**src/rtl/instruction_fetch.sv**
```systemverilog
// Instruction-fetch stage: PC generation, credit-limited imem requests, in-order
// response buffering with PCs, and redirect flush with stale-response dropping.
module instruction_fetch #(
  parameter logic [31:0] RESET_PC = 32'h0000_0000,
  parameter int unsigned DEPTH    = 4
) (
  input  logic        clk,
  input  logic        reset,
  output logic        imem_req,
  output logic [31:0] imem_addr,
  input  logic        imem_gnt,
  input  logic        imem_rvalid,
  input  logic [31:0] imem_rdata,
  input  logic        redirect,
  input  logic [31:0] redirect_pc,
  output logic        instr_valid,
  output logic [31:0] instr,
  output logic [31:0] instr_pc,
  input  logic        instr_ready
);

  localparam int unsigned PW = $clog2(DEPTH);
  localparam int unsigned CW = $clog2(DEPTH + 1);

  typedef logic [CW-1:0] cnt_t;
  typedef logic [PW-1:0] ptr_t;
  typedef enum logic {ST_RUN, ST_FLUSH} state_e;

  state_e      state_q, state_d;
  logic [31:0] fetch_pc_q, fetch_pc_d;
  cnt_t        outstanding_q, outstanding_d;
  cnt_t        drop_q, drop_d;
  cnt_t        count_q, count_d;
  ptr_t        wr_ptr_q, wr_ptr_d;
  ptr_t        rd_ptr_q, rd_ptr_d;
  ptr_t        pcq_wr_q, pcq_wr_d;
  ptr_t        pcq_rd_q, pcq_rd_d;

  logic [31:0] fifo_instr_q [DEPTH];
  logic [31:0] fifo_pc_q    [DEPTH];
  logic [31:0] pcq_q        [DEPTH];

  logic [CW+1:0] used;
  logic          has_credit;
  logic          accept;
  logic          resp_any;
  logic          resp_drop;
  logic          resp_keep;
  logic          push;
  logic          pop;
  logic [31:0]   redirect_target;

  // Credit counts every slot that a response could still land in, so the FIFO
  // can never overflow even if decode stalls with requests in flight.
  assign used       = {2'b00, count_q} + {2'b00, outstanding_q} + {2'b00, drop_q};
  assign has_credit = used < (CW + 2)'(DEPTH);

  assign imem_req  = !reset && !redirect && has_credit;
  assign imem_addr = fetch_pc_q;
  assign accept    = imem_req && imem_gnt;

  assign resp_any  = imem_rvalid && ((drop_q != '0) || (outstanding_q != '0));
  assign resp_drop = imem_rvalid && (drop_q != '0);
  assign resp_keep = imem_rvalid && (drop_q == '0) && (outstanding_q != '0);

  assign push = resp_keep && !redirect;
  assign instr_valid = count_q != '0;
  assign pop  = instr_valid && instr_ready && !redirect;

  assign redirect_target = redirect_pc & ~32'h0000_0003;

  // Gate the head so an empty FIFO presents zeros rather than stale entries.
  assign instr    = instr_valid ? fifo_instr_q[rd_ptr_q] : '0;
  assign instr_pc = instr_valid ? fifo_pc_q[rd_ptr_q]    : '0;

  // NOTE: every variable gets its hold value first so no path leaves it unassigned (no latch).
  always_comb begin
    fetch_pc_d    = fetch_pc_q;
    outstanding_d = outstanding_q;
    drop_d        = drop_q;
    count_d       = count_q;
    wr_ptr_d      = wr_ptr_q;
    rd_ptr_d      = rd_ptr_q;
    pcq_wr_d      = pcq_wr_q;
    pcq_rd_d      = pcq_rd_q;

    if (redirect) begin
      fetch_pc_d    = redirect_target;
      drop_d        = drop_q + outstanding_q - cnt_t'(resp_any);
      outstanding_d = '0;
      count_d       = '0;
      wr_ptr_d      = '0;
      rd_ptr_d      = '0;
      pcq_wr_d      = '0;
      pcq_rd_d      = '0;
    end else begin
      if (accept) begin
        fetch_pc_d = fetch_pc_q + 32'd4;
        pcq_wr_d   = pcq_wr_q + ptr_t'(1);
      end
      if (resp_drop) drop_d = drop_q - cnt_t'(1);
      if (resp_keep) pcq_rd_d = pcq_rd_q + ptr_t'(1);
      if (push)      wr_ptr_d = wr_ptr_q + ptr_t'(1);
      if (pop)       rd_ptr_d = rd_ptr_q + ptr_t'(1);
      outstanding_d = outstanding_q + cnt_t'(accept) - cnt_t'(resp_keep);
      count_d       = count_q + cnt_t'(push) - cnt_t'(pop);
    end
  end

  always_comb begin
    state_d = state_q;
    unique case (state_q)
      ST_RUN:   if (drop_d != '0) state_d = ST_FLUSH;
      ST_FLUSH: if (drop_d == '0) state_d = ST_RUN;
      default:  state_d = ST_RUN;
    endcase
  end

  // NOTE: sequential state uses non-blocking assignments so all flops update from pre-edge values.
  always_ff @(posedge clk or posedge reset) begin
    if (reset) begin
      state_q       <= ST_RUN;
      fetch_pc_q    <= RESET_PC;
      outstanding_q <= '0;
      drop_q        <= '0;
      count_q       <= '0;
      wr_ptr_q      <= '0;
      rd_ptr_q      <= '0;
      pcq_wr_q      <= '0;
      pcq_rd_q      <= '0;
    end else begin
      state_q       <= state_d;
      fetch_pc_q    <= fetch_pc_d;
      outstanding_q <= outstanding_d;
      drop_q        <= drop_d;
      count_q       <= count_d;
      wr_ptr_q      <= wr_ptr_d;
      rd_ptr_q      <= rd_ptr_d;
      pcq_wr_q      <= pcq_wr_d;
      pcq_rd_q      <= pcq_rd_d;
    end
  end

  // NOTE: storage arrays are not reset; the pointers and count decide what is valid.
  always_ff @(posedge clk) begin
    if (push) begin
      fifo_instr_q[wr_ptr_q] <= imem_rdata;
      fifo_pc_q[wr_ptr_q]    <= pcq_q[pcq_rd_q];
    end
    if (accept) pcq_q[pcq_wr_q] <= fetch_pc_q;
  end

endmodule

```
**config.mk**
```make
export PLATFORM = sky130hd
export DESIGN_NAME = instruction_fetch
export DESIGN_NICKNAME = d
export VERILOG_FILES = /design/src/rtl/instruction_fetch.sv
export SDC_FILE = /design/constraint.sdc
export NUM_CORES = 1
export LEC_CHECK = 0
export ABC_AREA = 1
export CORE_MARGIN = 3
export CORE_UTILIZATION = 25
export DETAILED_ROUTE_END_ITERATION = 12
export PLACE_DENSITY = 0.5
export SLEW_MARGIN = 20
export SYNTH_ARGS = -nofsm -noshare
export SYNTH_HDL_FRONTEND = slang
export SYNTH_SLANG_ARGS = --single-unit
```
**constraint.sdc**
```tcl
create_clock -name clk -period 4.4 [get_ports clk]
set_input_delay 0.88 -clock clk [delete_from_list [all_inputs] [get_ports clk]]
set_output_delay 0.88 -clock clk [all_outputs]
set_load 0.05 [all_outputs]
```
======== Yosys cells after proc, flatten, opt, wreduce, memory -nomap -nowiden ========
Memory sizes are Yosys's and may differ from the RTL's.
Index checks and enable logic that the tools add are counted.
operators by class
  add/subtract/negate cells ............... 14
  multiply operators ...................... 0
  divide/modulo/power cells ............... 0
  $lt $le $gt $ge ......................... 1
  equality and inequality tests ........... 0
  shifts and indexed selects .............. 0
  multiplexer cells ....................... 20
  bitwise gates (word level) .............. 0
  reductions and logical operators ........ 22
operators with widths
  kind                                                 count
  2-to-1 mux 32 bit                                    4
  adder 32 x 3 -> 32 bit (second input constant)       1
  2-to-1 mux 2 bit                                     8
  2-to-1 mux 3 bit                                     4
  logical AND 1 bit                                    10
  nonzero test 2 bit                                   5
  nonzero test 3 bit                                   3
  subtractor 3 x 1 -> 3 bit                            3
  adder 2 x 1 -> 2 bit (second input constant)         4
  adder 3 x 1 -> 3 bit                                 2
  adder 4 x 3 -> 5 bit                                 1
  < comparator 5 x 3 -> 1 bit (second input constant)  1
  adder 3 x 3 -> 4 bit                                 1
  2-to-1 mux 1 bit                                     4
  adder 3 bit                                          1
  zero test 3 bit                                      1
  subtractor 3 x 1 -> 3 bit (second input constant)    1
  zero test 1 bit                                      2
  logical OR 1 bit                                     1
word-level totals
  register bits ........................... 49
  bits in latches ......................... 0
  bits in writable memories ............... 384
  ROM bits ................................ 0
  input port bits ......................... 70
  output and inout bits ................... 98
  logic and storage cells ................. 68
  memories ................................ 3
memory list
  memory        depth  width  read ports  clocked after Yosys merged registers in  write ports  RTL line  RTL
  fifo_instr_q  4      32     1           0                                        1            39        logic [31:0] fifo_instr_q [DEPTH];
  fifo_pc_q     4      32     1           0                                        1            40        logic [31:0] fifo_pc_q [DEPTH];
  pcq_q         4      32     1           0                                        1            41        logic [31:0] pcq_q [DEPTH];

======== Longest topological paths before layout ========
  word-level depth ........................ 8
  depth in mapped cells ................... 17
  mapped depth without buffers ............ 16

======== Worst setup path before layout ========
Ideal clock, no wire load.
  kind .................................... input to register
  start ................................... input imem_rvalid
  end ..................................... memory fifo_instr_q[0][0], enable pin
  setup time .............................. 482 ps
  arrival ................................. 3975 ps
  data required time ...................... 3918 ps
  setup slack ............................. -57 ps
  stages on the path ...................... 4
  path buffers ............................ 0
  path through ............................ nand2_1 nor2_1 nand2_1 nor2_1
on the way
  longest elaborated chain between the ends .. 5
ends and longest elaborated chain
  item                                    RTL line  RTL
  start, declared                         12        input logic imem_rvalid,
  logical AND 1 bit (2 in series)         64        assign resp_keep = imem_rvalid && (drop_q == '0) && (outstanding_q != '0);
  logical AND 1 bit                       66        assign push = resp_keep && !redirect;
  2-to-1 mux 1 bit                        146       if (push) begin
  2-to-1 mux 1 bit (implied by the code)  147       fifo_instr_q[wr_ptr_q] <= imem_rdata;
  end, declared                           39
Every way passes these cells.

======== Worst setup path after layout ========
  start ................................... register outstanding_q[1]
  end ..................................... output imem_req
on the way
  longest elaborated chain between the ends .. 4
ends and longest elaborated chain
  item                         RTL line  RTL
  start, declared              31        cnt_t outstanding_q, outstanding_d;
  start signal, assigned       134       outstanding_q <= outstanding_d;
  adder 3 x 3 -> 4 bit         55        assign used = {2'b00, count_q} + {2'b00, outstanding_q} + {2'b00, drop_q};
  adder 4 x 3 -> 5 bit         55
  < comparator 5 x 3 -> 1 bit  56        assign has_credit = used < (CW + 2)'(DEPTH);
  logical AND 1 bit            58        assign imem_req = !reset && !redirect && has_credit;
  end, declared                9         output logic imem_req,
Every way passes these cells.

==> results.sh <==
export IMPL_layout_min_cycle_time_ns=3.76
export IMPL_yosysSeqAreaShare=0.698
export IMPL_ir_drop_uv=314
export IMPL_synthFlopType="edfxtp_1"
export IMPL_grt_pass1_wl_mm=70.1
export IMPL_cts_resized=0
export IMPL_cts_tree="built"
export IMPL_p_leak_nw=7.68
export IMPL_cts_hold_buf=0
export IMPL_fin_cells=2673
export IMPL_dp_hpwl_mm=27.9
export IMPL_rsz0062_at_grt="no"
export IMPL_drc_errors=0
export IMPL_cts_buffer_depth=3
export IMPL_regArea_um2=12200
export IMPL_timing_fmax_ghz=0.266
export IMPL_ys_ff_latch=415
export IMPL_num_rows=96
export IMPL_worstSetupPathType="register to output pin"
export IMPL_die_y_um=271
export IMPL_ant_nets=0
export IMPL_p_per_area_nw_per_um2=598
export IMPL_path_buf_inv=3
export IMPL_drt_first_pass_iters=5
export IMPL_root_buffer="clkbuf_16"
export IMPL_initial_core_util=0.254
export IMPL_synth_area_per_cell_um2=11.3
export IMPL_post_cts_repair_setup_buffers=0
export IMPL_synth_cells=1551
export IMPL_cts_made_buffers=46
export IMPL_maxCapViolations=0
export IMPL_synthDistinctLibCells=31
export IMPL_finalWirelength_mm=46.0
export IMPL_hold_viol_final=0
export IMPL_port_buffers=161
export IMPL_holdCritStartpoint="wr_ptr_q[0]"
export IMPL_num_antenna_cells=0
export IMPL_slowest_delay_ns=0.50
export IMPL_antenna_found_initial=0
export IMPL_cp_top_family="adder cells"
export IMPL_fin_nets=1804
export IMPL_viasPerCell=4.43
export IMPL_grt_max_degree=69
export IMPL_rr_startpoint="outstanding_q[1]"
export IMPL_crit_start="outstanding_q[1]"
export IMPL_grt_pass1_vias=11700
export IMPL_area_growth_pct=24.4
export IMPL_design_area_um2=21800
export IMPL_grt_overflow=0
export IMPL_slew_headroom=0.306
export IMPL_skew_ns=0.0172
export IMPL_min_path_type="register to register"
export IMPL_setup_tns_ns=0
export IMPL_path_max_fanout=4
export IMPL_ios=168
export IMPL_worstPathArrival_ns=2.88
export IMPL_end_kind="output pin"
export IMPL_crit_path_cell_trace="inv_1, fa_1, a21oi_1, fa_1, nor2_2, nand2_1, a21oi_4, nand2_1, inv_1, buf_12"
export IMPL_multi_input_area_um2=4760
export IMPL_synthArstFlopShare=0.113
export IMPL_core_um2=68900
export IMPL_tightest_slew_ns=1.04
export IMPL_first_iter_violations=816
export IMPL_grt_util_all_layers=0.124
export IMPL_drive_above_1_share=0.100
export IMPL_crit_slowest_cell="fa_1"
export IMPL_fillers=6948
export IMPL_place_area_um2=20400
export IMPL_clkTransAtPathRegs_ns=0.06
export IMPL_die_w_um=271
export IMPL_clock_latency_ns=0.57
export IMPL_cts_sinks=415
export IMPL_crit_path_start_kind="register"
export IMPL_drv_slew=0
export IMPL_vias=11800
export IMPL_status="finished clean"
export IMPL_netlist_area_um2=17500
export IMPL_wl_per_cell_um=17.2
export IMPL_cp_required_ns=3.52
export IMPL_cts_htree_levels=2
export IMPL_setup_viol=0
export IMPL_place_inst=2590
export IMPL_dieArea_um2=73300
export IMPL_gp_congestion=0.766
export IMPL_power_mw=13.0
export IMPL_synth_edf_count=368
export IMPL_fin_util=0.316
export IMPL_yosys_warnings=0
export IMPL_timing_final_crit_share=0.855
-- power breakdown --
group | leakage (nW) | internal [mW] | switching (mW)
registers | 3.91 | 4.63 | 0.340
logic | 3.06 | 1.35 | 3.02
clock network | 0.707 | 2.20 | 1.50
-- area by class of cell --
type | instances | area share
flip-flops and latches | 415 | 0.561
multi-input cells | 999 | 0.218
inverters | 56 | 0.00981
repair buffers | 189 | 0.0913
clock buffers | 59 | 0.0565
clock inverters | 24 | 0.00976
well taps | 931 | 0.0534
-- synth_stat cells, types with 2 or more instances --
library cell | number | area (um^2)
edfxtp_1 | 368 | 11100
nor2_1 | 368 | 1380
o21ai_0 | 201 | 1010
nand2_1 | 193 | 724
a21oi_1 | 69 | 345
nand3_1 | 65 | 325
clkbuf_1 | 51 | 191
inv_1 | 49 | 184
dfrtp_1 | 47 | 1180
o22ai_1 | 31 | 194
buf_2 | 21 | 105
ha_1 | 21 | 263
nand3b_1 | 12 | 90.1
xor2_1 | 8 | 70.1
fa_1 | 6 | 120
xnor2_1 | 6 | 52.6
buf_1 | 5 | 18.8
nand4_1 | 5 | 31.3
buf_4 | 4 | 30.0
inv_2 | 4 | 15.0
nor2_2 | 4 | 25.0
buf_6 | 3 | 33.8
clkinv_1 | 2 | 7.51
-- worst paths after layout --
| path | slack [ns] | to | cells after the start |
|---|---|---|---|
| min in group asynchronous | 0.93 | imem_addr[10] | 3 |
| worst min-delay path | 0.56 | wr_ptr_q[0] | 1 |
| worst min register to register | 0.56 | wr_ptr_q[0] | 1 |
| worst max-delay path | 0.64 | imem_req | 10 |
| worst max register to register | 1.07 | pcq_q[3][29] | 11 |
| max in group asynchronous | 2.96 | rd_ptr_q[0] | 3 |
-- cells in the final DEF, fill, tap and decap left out, drive strengths merged --
master         netlist  layout
nand4                5       5
xor2                 8       8
buf                 33      91
inv                 54      54
clkdlybuf4s50        0      98
ha                  21      21
dfrtp               47      47
nand3b              12      12
fa                   6       6
o22ai               31      31
nand3               67      67
o21ai              202     202
clkbuf              51      59
xnor2                6       6
conb                 1       4
a21oi               70      70
clkinv               2      22
bufinv               0       4
nor2               373     373
nand2              193     193
edfxtp             368     368
o31ai                1       1
-- layer usage --
layer / track usage / part of all wire / wire [um] / up-vias
met5: 0 / 0 / 0 / -
met4: 0.0356 / 0.021 / 982 / 0
met3: 0.0222 / 0.056 / 2590 / 60
met2: 0.199 / 0.46 / 21000 / 335
met1: 0.172 / 0.46 / 21400 / 5737
li1: - / - / - / 5700
-- logic make-up after synthesis --
logic type | after synthesis | synth area share
and+or+nand+nor | 650 | 0.149
DFF | 415 | 0.698
AOI/OAI and AO/OA | 304 | 0.0899
buffers and inverters | 140 | 0.0338
adders and majority gates | 27 | 0.0219
xor gates and xnor gates | 14 | 0.00700
other | 1 | 0.000214
-- registers in the layout, indices dropped and copies added (netlist names) --
signal / flops
drop_q: 3
fifo_pc_q: 120
pcq_rd_q: 2
outstanding_q: 3
fifo_instr_q: 128
count_q: 3
pcq_wr_q: 2
imem_addr: 30
rd_ptr_q: 2
pcq_q: 120
wr_ptr_q: 2
-- stage by stage --
step / setup slack (ns) / hold slack (ns)
finish: 0.638 / 0.563
CTS: 0.573 / 0.563
global placement: 1.04 / 0.541
detailed placement: 1.00 / 0.557
floorplan: -0.0573 / 0.515
global route: 0.395 / 0.614
No activity file was read; power rests on OpenSTA's default activity.
